## src/rtl/cu_pipe.sv

```systemverilog
// Pipelined RV32I control unit: decodes the ID-stage instruction into a control
// bundle, carries it through EX/MEM/WB, stalls on load-use and bubbles on flush.
module cu_pipe #(
   parameter int unsigned REG_AW          = 5,
   parameter bit          ENABLE_M        = 1'b0,
   parameter int unsigned RESET_PC_BUBBLE = 1
) (
   input  logic              clk,
   input  logic              rst_n,
   input  logic              id_valid,
   input  logic [6:0]        opcode,
   input  logic [2:0]        funct3,
   input  logic [6:0]        funct7,
   input  logic [REG_AW-1:0] rs1,
   input  logic [REG_AW-1:0] rs2,
   input  logic [REG_AW-1:0] rd,
   input  logic              flush,
   output logic              stall,
   output logic [3:0]        ex_alu_op,
   output logic              ex_alu_src_imm,
   output logic [2:0]        ex_imm_type,
   output logic              ex_branch,
   output logic              ex_jump,
   output logic              ex_illegal,
   output logic              mem_we,
   output logic              mem_re,
   output logic [2:0]        mem_size,
   output logic              wb_reg_we,
   output logic [1:0]        wb_sel,
   output logic [REG_AW-1:0] wb_rd
);

   typedef enum logic [6:0] {
      OP_R      = 7'b0110011,
      OP_IMM    = 7'b0010011,
      OP_LOAD   = 7'b0000011,
      OP_STORE  = 7'b0100011,
      OP_BRANCH = 7'b1100011,
      OP_JAL    = 7'b1101111,
      OP_JALR   = 7'b1100111,
      OP_LUI    = 7'b0110111,
      OP_AUIPC  = 7'b0010111
   } opcode_e;

   typedef enum logic [3:0] {
      ALU_ADD   = 4'd0,
      ALU_SUB   = 4'd1,
      ALU_SLL   = 4'd2,
      ALU_SLT   = 4'd3,
      ALU_SLTU  = 4'd4,
      ALU_XOR   = 4'd5,
      ALU_SRL   = 4'd6,
      ALU_SRA   = 4'd7,
      ALU_OR    = 4'd8,
      ALU_AND   = 4'd9,
      ALU_PASSB = 4'd10,
      ALU_MUL   = 4'd11
   } alu_op_e;

   typedef enum logic [2:0] {
      IMM_I = 3'd0,
      IMM_S = 3'd1,
      IMM_B = 3'd2,
      IMM_U = 3'd3,
      IMM_J = 3'd4
   } imm_type_e;

   localparam logic [1:0] WB_ALU = 2'd0;
   localparam logic [1:0] WB_MEM = 2'd1;
   localparam logic [1:0] WB_PC4 = 2'd2;

   localparam logic [6:0] F7_STD = 7'b0000000;
   localparam logic [6:0] F7_ALT = 7'b0100000;
   localparam logic [6:0] F7_MUL = 7'b0000001;

   localparam logic [1:0] BUBBLE_INIT = 2'(RESET_PC_BUBBLE);

   // Each stage keeps only the fields still consumed downstream.
   typedef struct packed {
      logic              reg_we;
      logic [1:0]        sel;
      logic [REG_AW-1:0] rd;
   } wb_ctrl_t;

   typedef struct packed {
      logic     we;
      logic     re;
      logic [2:0] size;
      wb_ctrl_t wb;
   } mem_ctrl_t;

   typedef struct packed {
      alu_op_e   alu_op;
      logic      alu_src_imm;
      imm_type_e imm_type;
      logic      branch;
      logic      jump;
      logic      illegal;
      mem_ctrl_t mem;
   } ex_ctrl_t;

   function automatic alu_op_e base_op(input logic [2:0] f3);
      alu_op_e op;
      case (f3)
         3'b000:  op = ALU_ADD;
         3'b001:  op = ALU_SLL;
         3'b010:  op = ALU_SLT;
         3'b011:  op = ALU_SLTU;
         3'b100:  op = ALU_XOR;
         3'b101:  op = ALU_SRL;
         3'b110:  op = ALU_OR;
         default: op = ALU_AND;
      endcase
      return op;
   endfunction

   ex_ctrl_t  dec;
   logic      legal;
   logic      use_rs1;
   logic      use_rs2;
   ex_ctrl_t  ex_q;
   mem_ctrl_t mem_q;
   wb_ctrl_t  wb_q;
   logic [1:0] bubble_cnt;
   logic      hazard;
   logic      insert_bubble;

   // ---------------------------------------------------------------- decode
   // NOTE: every signal gets a default before the case so no path leaves it
   // unassigned; a missing default in always_comb infers a latch.
   always_comb begin
      dec     = '0;
      legal   = 1'b1;
      use_rs1 = 1'b0;
      use_rs2 = 1'b0;
      case (opcode)
         OP_R: begin
            use_rs1          = 1'b1;
            use_rs2          = 1'b1;
            dec.mem.wb.reg_we = 1'b1;
            if (funct7 == F7_STD)                          dec.alu_op = base_op(funct3);
            else if (funct7 == F7_ALT && funct3 == 3'b000) dec.alu_op = ALU_SUB;
            else if (funct7 == F7_ALT && funct3 == 3'b101) dec.alu_op = ALU_SRA;
            else if (ENABLE_M && funct7 == F7_MUL && funct3 == 3'b000)
               dec.alu_op = ALU_MUL;
            else
               legal = 1'b0;
         end
         OP_IMM: begin
            use_rs1           = 1'b1;
            dec.alu_src_imm   = 1'b1;
            dec.imm_type      = IMM_I;
            dec.mem.wb.reg_we = 1'b1;
            dec.alu_op        = base_op(funct3);
            // Shift immediates reuse funct7 as the shift kind; anything else is undefined.
            if (funct3 == 3'b001) begin
               legal = (funct7 == F7_STD);
            end else if (funct3 == 3'b101) begin
               if (funct7 == F7_ALT)      dec.alu_op = ALU_SRA;
               else if (funct7 != F7_STD) legal = 1'b0;
            end
         end
         OP_LOAD: begin
            use_rs1           = 1'b1;
            legal             = (funct3 inside {3'b000, 3'b001, 3'b010, 3'b100, 3'b101});
            dec.alu_op        = ALU_ADD;
            dec.alu_src_imm   = 1'b1;
            dec.imm_type      = IMM_I;
            dec.mem.re        = 1'b1;
            dec.mem.size      = funct3;
            dec.mem.wb.reg_we = 1'b1;
            dec.mem.wb.sel    = WB_MEM;
         end
         OP_STORE: begin
            use_rs1         = 1'b1;
            use_rs2         = 1'b1;
            legal           = (funct3 <= 3'b010);
            dec.alu_op      = ALU_ADD;
            dec.alu_src_imm = 1'b1;
            dec.imm_type    = IMM_S;
            dec.mem.we      = 1'b1;
            dec.mem.size    = funct3;
         end
         OP_BRANCH: begin
            use_rs1      = 1'b1;
            use_rs2      = 1'b1;
            legal        = !(funct3 inside {3'b010, 3'b011});
            dec.alu_op   = ALU_SUB;
            dec.imm_type = IMM_B;
            dec.branch   = 1'b1;
         end
         OP_JAL: begin
            dec.alu_op        = ALU_ADD;
            dec.imm_type      = IMM_J;
            dec.jump          = 1'b1;
            dec.mem.wb.reg_we = 1'b1;
            dec.mem.wb.sel    = WB_PC4;
         end
         OP_JALR: begin
            use_rs1           = 1'b1;
            legal             = (funct3 == 3'b000);
            dec.alu_op        = ALU_ADD;
            dec.alu_src_imm   = 1'b1;
            dec.imm_type      = IMM_I;
            dec.jump          = 1'b1;
            dec.mem.wb.reg_we = 1'b1;
            dec.mem.wb.sel    = WB_PC4;
         end
         OP_LUI: begin
            dec.alu_op        = ALU_PASSB;
            dec.alu_src_imm   = 1'b1;
            dec.imm_type      = IMM_U;
            dec.mem.wb.reg_we = 1'b1;
         end
         OP_AUIPC: begin
            dec.alu_op        = ALU_ADD;
            dec.alu_src_imm   = 1'b1;
            dec.imm_type      = IMM_U;
            dec.mem.wb.reg_we = 1'b1;
         end
         default: legal = 1'b0;
      endcase

      dec.mem.wb.rd = rd;
      if (!legal) begin
         dec         = '0;
         dec.illegal = 1'b1;
      end
      if (rd == '0) dec.mem.wb.reg_we = 1'b0;
   end

   // ---------------------------------------------------------------- hazards
   assign hazard = id_valid && ex_q.mem.re && ex_q.mem.wb.reg_we &&
                   ((use_rs1 && ex_q.mem.wb.rd == rs1) ||
                    (use_rs2 && ex_q.mem.wb.rd == rs2));

   // Flush discards the ID instruction anyway, so it suppresses the stall.
   assign stall = rst_n && hazard && !flush;

   assign insert_bubble = flush || stall || !id_valid || (bubble_cnt != 2'd0);

   // ---------------------------------------------------------------- pipeline
   // NOTE: state registers use non-blocking assignments so every stage samples
   // the previous stage's value from before this edge.
   always_ff @(posedge clk) begin
      if (!rst_n) begin
         ex_q       <= '0;
         mem_q      <= '0;
         wb_q       <= '0;
         bubble_cnt <= BUBBLE_INIT;
      end else begin
         ex_q  <= insert_bubble ? '0 : dec;
         mem_q <= ex_q.mem;
         wb_q  <= mem_q.wb;
         if (bubble_cnt != 2'd0) bubble_cnt <= bubble_cnt - 2'd1;
      end
   end

   assign ex_alu_op      = ex_q.alu_op;
   assign ex_alu_src_imm = ex_q.alu_src_imm;
   assign ex_imm_type    = ex_q.imm_type;
   assign ex_branch      = ex_q.branch;
   assign ex_jump        = ex_q.jump;
   assign ex_illegal     = ex_q.illegal;
   assign mem_we         = mem_q.we;
   assign mem_re         = mem_q.re;
   assign mem_size       = mem_q.size;
   assign wb_reg_we      = wb_q.reg_we;
   assign wb_sel         = wb_q.sel;
   assign wb_rd          = wb_q.rd;

endmodule
```

## config.mk

```make
export PLATFORM = sky130hd
export DESIGN_NAME = cu_pipe
export DESIGN_NICKNAME = d
export VERILOG_FILES = /design/src/rtl/cu_pipe.sv
export SDC_FILE = /design/constraint.sdc
export NUM_CORES = 1
export LEC_CHECK = 0
export ABC_CLOCK_PERIOD_IN_PS = 2200
export CORE_AREA = 2 2 73 75
export DETAILED_ROUTE_END_ITERATION = 16
export DIE_AREA = 0 0 75 77
export PLACE_DENSITY_LB_ADDON = 0.25
export SETUP_SLACK_MARGIN = 0.5
export SLEW_MARGIN = 25
export SYNTH_ARGS = -nofsm -noshare
export SYNTH_HDL_FRONTEND = slang
export SYNTH_SLANG_ARGS = --single-unit
export TNS_END_PERCENT = 10
```

## constraint.sdc

```tcl
create_clock -name clk -period 2.2 [get_ports clk]
set_input_delay 0.44 -clock clk [delete_from_list [all_inputs] [get_ports clk]]
set_output_delay 0.44 -clock clk [all_outputs]
set_load 0.01 [all_outputs]
```

**Yosys cells after proc, flatten, opt, wreduce, memory -nomap -nowiden**

Index checks and enable logic that the tools add are counted.

- Add/sub/neg operators: 1
- $lt $le $gt $ge: 1
- Equality and inequality tests: 18
- Muxes and demuxes: 28
- Bitwise operators: 3
- Reductions and logical operators: 35

Operator list:

| kind | number |
|---|---|
| $eq A7 B6 Y1 const B | 4 |
| $pmux W4 S7 | 1 |
| $eq A7 B7 Y1 const B | 3 |
| $mux W4 | 4 |
| $pmux W4 S4 | 1 |
| $mux W1 | 15 |
| $eq A7 B5 Y1 const B | 2 |
| $mux W14 | 1 |
| $pmux W3 S4 | 1 |
| $reduce_or A6 Y1 | 2 |
| $eq A5 B5 Y1 | 2 |
| $eq A3 B3 Y1 const B | 3 |
| $logic_and A1 B1 Y1 | 9 |
| $mux W3 | 3 |
| $reduce_or A3 Y1 | 3 |
| $reduce_or A2 Y1 | 4 |
| $reduce_or A4 Y1 | 2 |
| $eq A7 B2 Y1 const B | 1 |
| $logic_not A7 Y1 | 1 |
| $pmux W1 S7 | 1 |
| $reduce_bool A7 Y1 | 1 |
| $reduce_or A7 Y1 | 1 |
| $eq A3 B2 Y1 const B | 2 |
| $logic_not A5 Y1 | 1 |
| 10 further kinds | 18 |

- Bits in registers: 47
- Input bits: 36
- Output and inout port bits: 25
- Logic and storage cells: 108

**Longest topological paths before layout**

- Depth in word-level cells: 12
- Depth in mapped cells: 7
- Gate-level depth less buffers: 5

**Worst setup path before layout**

OpenSTA, ideal clock, no wires.

- Path type: input port to output port
- From: input opcode[3]
- To: output stall
- Arrival: 1.772 ns
- Data required time: 1.760 ns
- Path slack: -0.012 ns
- Stages: 7
- Path buffers: 2
- Cell sequence: and3b_1 buf_4 and4_1 nand4_1 a21oi_2 buf_2 nor2b_1

- Longest elaborated chain between the ends: 8
- Elaborated cells on any way between the ends: 16
- Classes of those cells: eq/ne: 6; mux: 2; reduce/logical: 8

RTL lines:

| element | RTL line | RTL |
|---|---|---|
| start, declared | 11 | `input logic [6:0] opcode,` |
| $eq A7 B7 Y1 (tied with other cells) | 136 | `case (opcode)` |
| $reduce_or A6 Y1 (no line) or $reduce_or A3 Y1 (tied branches) | -- |  |
| $mux W1 | 136 |  |
| $logic_and A1 B1 Y1 (on tied branches) | 234, 235 |  |
| $logic_or A1 B1 Y1 (*) | 234 | `((use_rs1 && ex_q.mem.wb.rd == rs1) \|\|` |
| $logic_and A1 B1 Y1 (*) | 233 | `assign hazard = id_valid && ex_q.mem.re && ex_q.mem.wb.reg_we &&` |
| $logic_and A1 B1 Y1 (*) (2 in a row) | 238 | `assign stall = rst_n && hazard && !flush;` |
| end, declared | 18 | `output logic stall,` |

Mark *: on every way between the ends. The rest lies on a longest branch, timed or not.

**Final worst setup path**

- From: input rs2[0]
- To: output stall

- Longest elaborated chain between the ends: 6

RTL lines:

| element | RTL line | RTL |
|---|---|---|
| start, declared | 15 | `input logic [REG_AW-1:0] rs2,` |
| $eq A5 B5 Y1 | 235 | `(use_rs2 && ex_q.mem.wb.rd == rs2));` |
| $logic_and A1 B1 Y1 | 235 |  |
| $logic_or A1 B1 Y1 | 234 |  |
| $logic_and A1 B1 Y1 | 233 |  |
| $logic_and A1 B1 Y1 (2 in a row) | 238 |  |

Every way passes these cells.

==> results by group <==
Run status
  • Status: finished, violations left
  • Failing checks: setup timing

Synth
  • Register bit total from synthesis: 47
  • Synth Flop Type: dfxtp_1
  • Yosys top cell area share: ~43%
  • Dominant cell by count in the synthesized netlist: dfxtp_1
  • Post-Syn Area: approximately 2200 µm²
  • Synth Instances: 225
  • Netlist cell types: 50
  • Post-synth EDFFs: 0
  • Area leader, netlist: dfxtp_1
  • Ys async rst share: 0%
  • Post-synthesis sequential area ratio: between 40% and 50%
  • Synth top area cells: dfxtp_1 (43%), and2_1 (6.3%), nor4_1 (5.2%)
  • Synth top cells by count: dfxtp_1 (47), and2_1 (22), nand2_1 (18), nor4_1 (18), buf_4 (13)
  • Synth Warn #: 0
  • Mean Syn Cell Area: approximately 9.7 µm²
  • Net count after synthesis: ~260

Die
  • Initial core utilization: between 40% and 50%
  • Std-Cell Rows: 26
  • I/O pins: 61
  • Core footprint: around 5000 µm²
  • Die area: 5780 µm²
  • Die width: ~75 µm
  • Die Y: approximately 77 µm

STA
  • Final setup violation count: 1
  • Rel. slew slack: between 70 and 80%
  • Final Hold Viols: 0
  • Fmax: approximately 0.43 GHz
  • RSZ-0062 raised after global routing: yes
  • Final Slew Violations: 0
  • Worst setup slack after layout: -0.143 ns
  • Clock Skews: between 0.004 and 0.005 ns
  • Slew at the pin with the worst max-slew slack: around 0.44 ns
  • Final Critical Period: about 2.3 ns
  • Tcrit/Tclk final: 106%

Final layout
  • Non-Filler Instances: about 390
  • Share of layout cells above drive strength 1: a little under two fifths
  • Multi-input gate area: roughly 1400 µm²
  • Area added between synthesis and finish: 65.2%
  • Final-stage net count: 358
  • Register area: between 900 and 1000 µm²
  • Diode count: 0
  • Final Util: between 70% and 80%
  • FILL cells: between 300 and 400

Place
  • Placer Congestion: 0.885
  • Placed insts: 370
  • Port Buffers: 60
  • HPWL Detailed: between 3 and 4 mm

Detailed routing
  • Antenna viol nets, final: 0
  • Metal2 WL: about 3.0 mm
  • Iteration-0 DRC Markers: 44
  • Routed via count: between 2000 and 2500
  • Met1 wire length: 2.45 mm
  • Pre-Repair DR Iteration Count: 5
  • Drt total wl: 5.87 mm
  • Avg WL per Cell: 15.0 µm
  • Via density per instance: 5.10
  • Top Metal Used: met4
  • Met3 WL: between 200 and 250 µm
  • Drt drc: 0

Worst setup path
  • Arrival time worst endpoint: roughly 1.9 ns
  • Slowest cell on crit path: clkdlybuf4s50_1
  • CP bufs+invs: 2
  • R2R Path Start: ex_q[2]
  • CP startpoint: rs2[0]
  • Max incr delay on CP: 0.47 ns
  • Worst Setup End Kind: output pin
  • Critical path cell sequence: clkdlybuf4s50_1, xor2_1, a21oi_1, nand4_1, a21oi_4, nor2b_4, buf_6
  • CP Launch Type: input pin
  • Critical path peak fanout: 2
  • CP required: about 1.8 ns
  • Family with the most delay on the worst path: buffers and inverters
  • Kind of critical path: in -> out

Power
  • Total Power: around 0.0018 W
  • Maximum vdd drop: 282 µV
  • Comb power frac: approximately 19%
  • Switching portion of total power: between 20% and 30%
  • Cell Pwr Density: 509 nW/µm²
  • Power Internal: around 0.0014 W
  • Static leakage: between 1 and 1.5 nW
  • Clock share of power: roughly 34%
  • NetSw: roughly 0.00045 W
  • Sequential Power Share: 48.0%

Clock tree
  • TritonCTS buffer count: 5
  • Root buf cell: clkbuf_8
  • Htree depth: 2
  • Clock transition at path regs: 0.08 ns
  • CTS tree: done
  • Sink Count: 47
  • Clock Tree Buf Depth: 2
  • Skew-Pair Late Insertion Delay: just under 0.3 ns

Job
  • Max Cap Viol: 0

Global route
  • Total GRT Usage: approximately a fifth
  • Largest net degree at the start of global routing: 25
  • Global-route wire length before repair: between 8 and 9 mm
  • Initial antenna violation count: 0
  • Vias in the first global route: 1778
  • Grt ovf: 0

Worst hold path
  • HP Class: reg -> reg
  • Worst hold start: mem_q[1]
[cell type report]
| type | count | area share [%] |
|---|---|---|
| clock inverter | 3 | 1.22 |
| clock buffer | 5 | 1.91 |
| timing repair buffer | 115 | 29.7 |
| sequential | 47 | 26.2 |
| tap | 70 | 2.43 |
| multi-input combinational | 147 | 38.0 |
| inverter | 5 | 0.522 |
[sequential cells by signal, summed over array words and instances (netlist names)]
register and flops:
wb_reg_we 1, mem_re 1, ex_q 13, ex_alu_op 4, wb_sel 2, wb_rd 5, mem_we 1, mem_q 8
ex_illegal 1, ex_branch 1, mem_size 3, ex_jump 1, bubble_cnt 2, ex_alu_src_imm 1, ex_imm_type 3
[path summary, 6_finish.rpt]
| path | end | slack (ns) | depth (start not counted) |
|---|---|---|---|
| worst max-delay path | stall | -0.14 | 7 |
| worst min-delay path | wb_rd[1] | 0.44 | 1 |
| worst max register to register | ex_alu_op[1] | 0.28 | 8 |
| worst min register to register | wb_rd[1] | 0.44 | 1 |
[kinds of logic after synthesis]
logic type      Yosys count  share of synthesized area [%]
compound gates           27                           9.71
buf+inv                  31                           8.97
xor+xnor                 14                           5.63
fa+ha+maj                 1                          0.575
simple gates            103                           30.9
flops                    47                           43.2
mux                       2                          0.977
[layer usage]
layer | global-route usage [%] | vias up
li1 | - | 977
met1 | 25.0 | 942
met2 | 31.6 | 70
met3 | 2.37 | 12
met4 | 4.82 | 0
met5 | 0 | -
[power groups by stage]
stage	clock (W)	combinational, W	sequential, W
3_3_place_gp	0	0.000280	0.000898
3_5_place_dp	0	0.000287	0.000899
2_1_floorplan	0	0.000151	0.000897
6_report	0.000614	0.000339	0.000879
5_1_grt	0.000645	0.000366	0.000881
4_1_cts	0.000623	0.000307	0.000879
[through the flow]
step                TNS [ns]  area, µm²  hold WS, ns  worst slack [ns]
floorplan                  0       2220        0.412             0.139
global placement       -6.96       3020        0.414            -0.636
detailed placement     -7.84       3020        0.417            -0.699
CTS                  -0.0559       3360        0.437           -0.0559
global route          -0.173       3600        0.451            -0.173
finish                -0.143       3600        0.435            -0.143
[timing repair]
item | 4_1_cts | 5_1_grt
buffers inserted | 9 | 5
hold buffers | 0 | 0
setup endpoints to repair | 25 | 25
cloned | 0 | 0
pin swaps | 20 | 33
gates resized for setup | 74 | 57
[cells in the final DEF, fill, tap and decap left out, drive strengths merged, types with 2 or more instances in the layout]
master,count
a21oi,3
clkdlybuf4s50,38
buf,62
dlygate4sd2,4
xnor2,7
and2,22
nor2,5
nand4,5
clkinv,2
dfxtp,47
nor3,4
nor4b,5
o41ai,2
clkdlybuf4s15,4
xor2,7
inv,5
nand3,6
a31oi,4
a22oi,2
nor2b,3
nand2b,3
nand2,18
nand3b,2
clkbuf,10
nor4,20
and3b,2
o21ai,8
dlymetal6s2s,2
Power figures use the tool's default switching activity.
